## config.mk

```make
export PLATFORM = sky130hd
export DESIGN_NAME = hilo_write_unit_flat
export DESIGN_NICKNAME = d
export VERILOG_FILES = /design/src/rtl/hilo_pkg.sv /design/src/rtl/hilo_write_unit_if.sv /design/src/rtl/hilo_accum.sv /design/src/rtl/hilo_write_unit.sv /design/src/flat_wrapper.sv
export SDC_FILE = /design/constraint.sdc
export NUM_CORES = 1
export LEC_CHECK = 0
export CAP_MARGIN = 20
export CORE_MARGIN = 1.5
export CORE_UTILIZATION = 30
export DETAILED_ROUTE_END_ITERATION = 16
export GPL_TIMING_DRIVEN = 0
export SLEW_MARGIN = 10
export SYNTH_ARGS = -nofsm -noshare
export SYNTH_HDL_FRONTEND = slang
export SYNTH_SLANG_ARGS = --single-unit
```

## constraint.sdc

```tcl
create_clock -name Clk -period 6.3 [get_ports Clk]
set_input_delay 1.26 -clock Clk [delete_from_list [all_inputs] [get_ports Clk]]
set_output_delay 1.26 -clock Clk [all_outputs]
set_load 0.1 [all_outputs]
```

## src/rtl/hilo_pkg.sv

```systemverilog
// Shared encodings for the HI/LO write unit: op codes, FSM states and default widths.
// Consumed by hilo_write_unit_if, hilo_accum and hilo_write_unit.
package hilo_pkg;

  localparam int W_HALF = 32;
  localparam int OP_W   = 3;

  // Codes 7 and above are undefined and treated as NOP.
  typedef enum logic [OP_W-1:0] {
    HILO_NOP     = 3'd0,
    HILO_WRITE64 = 3'd1,
    HILO_MTHI    = 3'd2,
    HILO_MTLO    = 3'd3,
    HILO_MADD    = 3'd4,
    HILO_MSUB    = 3'd5,
    HILO_CLR     = 3'd6
  } hilo_op_e;

  typedef enum logic {
    ST_IDLE = 1'b0,
    ST_ACC  = 1'b1
  } hilo_state_e;

endpackage

```

## src/rtl/hilo_write_unit_if.sv

```systemverilog
// EX-stage bus between the operand select / pipeline control and the HI/LO write unit.
// master = pipeline side, slave = hilo_write_unit.
interface hilo_write_unit_if #(
  parameter int W_HALF = hilo_pkg::W_HALF
);
  import hilo_pkg::*;

  logic                  Valid;
  logic [OP_W-1:0]       Op;
  logic [2*W_HALF-1:0]   Prod;
  logic [W_HALF-1:0]     RsData;
  logic                  Stall;
  logic                  Busy;
  logic                  Done;
  logic [W_HALF-1:0]     Hi;
  logic [W_HALF-1:0]     Lo;
  logic [2*W_HALF-1:0]   HiLo;

  modport master (
    output Valid, Op, Prod, RsData, Stall,
    input  Busy, Done, Hi, Lo, HiLo
  );

  modport slave (
    input  Valid, Op, Prod, RsData, Stall,
    output Busy, Done, Hi, Lo, HiLo
  );

endinterface

```

## src/rtl/hilo_accum.sv

```systemverilog
// Combinational add/sub used for the MADD/MSUB second cycle.
// Wraps modulo 2^W; no carry or overflow is reported.
module hilo_accum #(
  parameter int W = 64
) (
  input  logic [W-1:0] acc,
  input  logic [W-1:0] operand,
  input  logic         sub,
  output logic [W-1:0] result
);

  always_comb begin
    if (sub) result = acc - operand;
    else     result = acc + operand;
  end

endmodule

```

## src/rtl/hilo_write_unit.sv

```systemverilog
// HI/LO special-register write unit: WRITE64, MTHI/MTLO, CLR and two-cycle MADD/MSUB.
// Optional macro HILO_FWD_EN bypasses the value being committed onto Hi/Lo/HiLo.
//
//   state   | meaning
//   ST_IDLE | accepting ops; single-cycle ops commit on the next edge
//   ST_ACC  | accumulate in flight; Busy=1, commits latched operand next edge
module hilo_write_unit
  import hilo_pkg::*;
#(
  parameter int W_HALF = hilo_pkg::W_HALF
) (
  input  logic              Clk,
  input  logic              Rst,
  hilo_write_unit_if.slave  bus
);

  localparam int W_FULL = 2 * W_HALF;

  hilo_state_e       state_q, state_nxt;
  logic [W_FULL-1:0] hilo_q, hilo_nxt;
  logic [W_FULL-1:0] lat_q;
  logic              sub_q;
  logic              done_q;
  logic [W_FULL-1:0] acc_res;
  logic [W_FULL-1:0] hilo_vis;
  logic              commit;
  logic              latch_en;

  hilo_accum #(.W(W_FULL)) u_accum (
    .acc     (hilo_q),
    .operand (lat_q),
    .sub     (sub_q),
    .result  (acc_res)
  );

  // Stall suppresses everything, so hilo_nxt == hilo_q and commit == 0 while frozen.
  always_comb begin
    state_nxt = state_q;
    hilo_nxt  = hilo_q;
    commit    = 1'b0;
    latch_en  = 1'b0;
    if (!bus.Stall) begin
      case (state_q)
        ST_IDLE: begin
          if (bus.Valid) begin
            case (bus.Op)
              HILO_WRITE64: begin
                hilo_nxt = bus.Prod;
                commit   = 1'b1;
              end
              HILO_MTHI: begin
                hilo_nxt = {bus.RsData, hilo_q[W_HALF-1:0]};
                commit   = 1'b1;
              end
              HILO_MTLO: begin
                hilo_nxt = {hilo_q[W_FULL-1:W_HALF], bus.RsData};
                commit   = 1'b1;
              end
              HILO_MADD, HILO_MSUB: begin
                latch_en  = 1'b1;
                state_nxt = ST_ACC;
              end
              HILO_CLR: begin
                hilo_nxt = '0;
                commit   = 1'b1;
              end
              default: ;
            endcase
          end
        end
        // Valid is ignored here: a request during Busy is a protocol error and is dropped.
        ST_ACC: begin
          hilo_nxt  = acc_res;
          commit    = 1'b1;
          state_nxt = ST_IDLE;
        end
        default: state_nxt = ST_IDLE;
      endcase
    end
  end

  always_ff @(posedge Clk or negedge Rst) begin
    if (!Rst) begin
      state_q <= ST_IDLE;
      hilo_q  <= '0;
      lat_q   <= '0;
      sub_q   <= 1'b0;
      done_q  <= 1'b0;
    end else begin
      state_q <= state_nxt;
      hilo_q  <= hilo_nxt;
      done_q  <= commit;
      if (latch_en) begin
        lat_q <= bus.Prod;
        sub_q <= (bus.Op == HILO_MSUB);
      end
    end
  end

`ifdef HILO_FWD_EN
  assign hilo_vis = hilo_nxt;
`else
  assign hilo_vis = hilo_q;
`endif

  assign bus.Busy = (state_q == ST_ACC);
  assign bus.Done = done_q;
  assign bus.Hi   = hilo_vis[W_FULL-1:W_HALF];
  assign bus.Lo   = hilo_vis[W_HALF-1:0];
  assign bus.HiLo = hilo_vis;

endmodule
```

## src/flat_wrapper.sv

```systemverilog
// flat-port wrapper written by rule: the top's interface ports become plain ports
module hilo_write_unit_flat import hilo_pkg::*;
#(
  parameter int W_HALF = hilo_pkg::W_HALF
)
  (Clk, Rst, bus_Valid, bus_Op, bus_Prod, bus_RsData, bus_Stall, bus_Busy, bus_Done, bus_Hi, bus_Lo, bus_HiLo);
  hilo_write_unit_if #(.W_HALF(W_HALF)) bus_i ();
  input  logic Clk;
  input  logic Rst;
  input wire logic [$bits(bus_i.Valid)-1:0] bus_Valid;
  input wire logic [$bits(bus_i.Op)-1:0] bus_Op;
  input wire logic [$bits(bus_i.Prod)-1:0] bus_Prod;
  input wire logic [$bits(bus_i.RsData)-1:0] bus_RsData;
  input wire logic [$bits(bus_i.Stall)-1:0] bus_Stall;
  output wire logic [$bits(bus_i.Busy)-1:0] bus_Busy;
  output wire logic [$bits(bus_i.Done)-1:0] bus_Done;
  output wire logic [$bits(bus_i.Hi)-1:0] bus_Hi;
  output wire logic [$bits(bus_i.Lo)-1:0] bus_Lo;
  output wire logic [$bits(bus_i.HiLo)-1:0] bus_HiLo;
  assign bus_i.Valid = bus_Valid;
  assign bus_i.Op = bus_Op;
  assign bus_i.Prod = bus_Prod;
  assign bus_i.RsData = bus_RsData;
  assign bus_i.Stall = bus_Stall;
  assign bus_Busy = bus_i.Busy;
  assign bus_Done = bus_i.Done;
  assign bus_Hi = bus_i.Hi;
  assign bus_Lo = bus_i.Lo;
  assign bus_HiLo = bus_i.HiLo;
  hilo_write_unit #(.W_HALF(W_HALF)) u_core (.Clk(Clk), .Rst(Rst), .bus(bus_i));
endmodule
```

==> impl_results.md <==
- Vias per cell: 5.60
- Most frequent cells in the layout: clkdlybuf4s50_1, dfrtp_1, a21oi_1
- Final std cells w/o fill: 2123
- Clock slew at reported path FFs: 0.07 ns
- Largest net degree at the start of global routing: 74
- Total Power: 9.58 mW
- # clock sinks: 131
- First-pass GRT wire length: 72200 um
- Final setup viols: 0
- Hold_buf cts: 0
- Setup WS pre-CTS: 0.290 ns
- Worst-case clock buffer depth: 2
- Outcome: finished clean
- Buf+Inv Stages, Crit Path: 1
- Io pins: 233
- Worst Path Max Fanout: 7
- Yosys cell types: 68
- Die height: 198 um
- Worst Max-Slew Pin Slew: 1.08 ns
- Area of the multi-input gates: 7250 um2
- Worst path cell trace: or4_4 -> nor4_4 -> nand2_1 -> or4_1 -> clkbuf_1 -> o41ai_1 -> xor2_1 -> ha_1 -> and3_1 -> nand4_1 -> o21ai_2 -> a21oi_1 -> o31a_1 -> o31ai_2 -> a41oi_1 -> xor2_1 -> a221oi_1
- Final Max Tran Viols: 0
- GRT Overall Usage: 24.9%
- CORE AREA: 37600 um2
- Final setup margin: 0.515 ns
- CTS tree: yes
- Cells after Synth: 1348
- Inst Count DP: 2091
- Area of the die: 39300 um2
- Reg2reg end: u_core.bus.HiLo[60]
- Syn_nets: 1516
- HP Class: reg2reg
- Root buf cell: clkbuf_16
- Worst relative slew slack: 28.2%
- Initial Util: 30.4%
- Asr flop ratio synth: 100%
- Pwr per Cell Area: 638 nW/um2
- Worst setup EP type: register
- Top FF cell, synth: dfrtp_1
- Worst setup startpoint: u_core.lat_q[10]
- Row cnt: 71
- Layout Nets: 1767
- CP Depth: 17
- N_diodes: 0
- Syn_area_per_cell: 8.49 um2
- DR WL/cell: 22.9 um
- DRC violations left: 0
- Vias in the first global route: 11400
- Fillcell total: 3855
- Cell mode on critical path: xor2_1
- EDFF count, synth: 0
- Worst-Skew Late Latency: 0.43 ns
- Post-route ant nets: 0
- Commonest non-fill, non-tap cell in the layout: clkdlybuf4s50_1
- Synthesized flop and latch total: 131
- Vias: 11900
- H-Tree Depth: 4
- Final hold violations: 0
- Routed wire length: 48600 um
- Synthesized area: 11400 um2
- Share of cells above drive strength 1: 11.4%
- Placer congestion estimate: 0.981
- Crit path max-delay family: compound AO/OA/AOI/OAI gates
- Final worst hold slack: 0.562 ns
- HPWL after detailed placement: 39400 um
- Max VDD drop: 0.322 mV
- Detailed Route Iter0 Violations: 1193
- CP Data Arrival Time: 6.11 ns
- Worst Setup EP: u_core.bus.HiLo[60]
- CP peak stage delay: 0.56 ns
- Slowest-stage cell, CP: or4_4
- Req. time, crit path: 6.62 ns
- Reg area: 3280 um2
- Max cap viols: 0
- Num CTS Buffers: 17
- Register area share after synthesis: 28.7%
- Port bufs: 231
- Clock skew: 0.0132 ns
- DR pass1 iterations: 5
- Area delta synth->final: 31.3%
- Leak: 6.03 nW
- Count of warnings emitted by yosys: 0
- Layout Utilization: 40.0%
- Crit start category: register
- Crit path time final: 5.79 ns
- Flop2flop setup slack: 0.51 ns
- Gr ovfl total: 0
- Worst R2R Path Depth: 17
- Initial antenna violation count: 2
- Worst r2r src: u_core.lat_q[10]
- Period utilization: 91.8%
- Worst Path Class, Setup: reg2reg
- Die Width: 198 um
- RSZ-0062 raised after global routing: false
- F_max: 0.173 GHz
-- logic make-up (layout without fill, tap and decap cells) --
logic type               Yosys count  after routing  synth area share (%)
AO/OA/AOI/OAI                    460            460                  26.0
AND/OR/NAND/NOR                  325            325                  14.6
buffers and inverters            184            448                  8.14
flip-flops                       131            131                  28.7
XOR/XNOR                         120            120                  9.25
adder cells (fa/ha/maj)           65             65                  7.17
multiplexers                      63             63                  6.17
-- final cells by class --
cell class / instances / area share, %
Clock buffer: 19 / 3.01
Buffer: 154 / 5.45
Clock inverter: 13 / 0.899
Multi-Input combinational cell: 1033 / 48.2
Tap cell: 511 / 4.26
Timing Repair Buffer: 232 / 15.6
Sequential cell: 131 / 21.8
Inverter: 30 / 0.749
-- sequential cells by signal, summed over array words and instances, names as in the netlist --
name / count
u_core.bus.Busy: 1
u_core.bus.Done: 1
u_core.bus.HiLo: 64
u_core.lat_q: 64
u_core.sub_q: 1
-- where the power goes --
| part | internal (mW) | leakage [nW] | switching [mW] |
|---|---|---|---|
| logic | 2.27 | 4.19 | 4.82 |
| clock network | 0.602 | 0.277 | 0.422 |
| registers | 1.09 | 1.57 | 0.369 |
| total | 3.96 | 6.03 | 5.62 |
-- through the flow --
stage | area, um2 | TNS (ns)
after floorplan | 11400 | 0
after global routing | 15000 | 0
after global placement | 14400 | -218.55
final | 15000 | 0
after detailed placement | 14400 | 0
after CTS | 15000 | 0
-- synthesized netlist by cell type, drive strengths merged (4+ instances only) --
| cell | instances | area, um2 |
|---|---|---|
| a41oi | 5 | 43.8 |
| o31ai | 9 | 72.6 |
| a221o | 11 | 110 |
| a21oi | 130 | 654 |
| o211ai | 8 | 60.1 |
| nor3b | 4 | 35.0 |
| inv | 30 | 113 |
| nand4 | 23 | 144 |
| and3 | 12 | 75.1 |
| nor2b | 4 | 25.0 |
| buf | 65 | 484 |
| or4 | 5 | 50.1 |
| a21o | 46 | 345 |
| xor2 | 22 | 193 |
| ha | 64 | 801 |
| a31oi | 13 | 81.3 |
| dfrtp | 131 | 3280 |
| a211oi | 22 | 165 |
| nor2 | 106 | 398 |
| and2 | 7 | 46.3 |
| o21bai | 18 | 135 |
| o21ai | 108 | 541 |
| a221oi | 47 | 412 |
| nand2b | 10 | 65.1 |
| mux2 | 60 | 676 |
| a22oi | 22 | 165 |
| nor3 | 27 | 140 |
| nor4 | 16 | 160 |
| nand3 | 17 | 85.1 |
| xnor2 | 98 | 866 |
| clkbuf | 89 | 334 |
| nand2 | 74 | 278 |
| or3 | 7 | 43.8 |
-- timing repair --
| item | 4_1_cts | 5_1_grt |
|---|---|---|
| resized for setup | 0 | 3 |
| endpoints found under the setup margin | 0 | 4 |
| setup buffers | 0 | 0 |
-- worst min path at each step --
stage                       startpoint                 end  cells past startpoint
floorplan             u_core.lat_q[63]    u_core.lat_q[63]                      1
global placement      u_core.lat_q[63]    u_core.lat_q[63]                      1
detailed placement    u_core.lat_q[63]    u_core.lat_q[63]                      1
CTS                   u_core.lat_q[63]    u_core.lat_q[63]                      1
global route          u_core.lat_q[63]    u_core.lat_q[63]                      1
finish              u_core.bus.HiLo[7]  u_core.bus.HiLo[7]                      1
-- routing by layer --
layer,share of wire (%),track usage (%),up-vias
met5,0.049,0,-
met2,43,37.6,631
met4,4.1,10.1,4
li1,-,-,5428
met3,8.9,5.47,97
met1,44,34.1,5727
(Power assumes the default switching activity.)
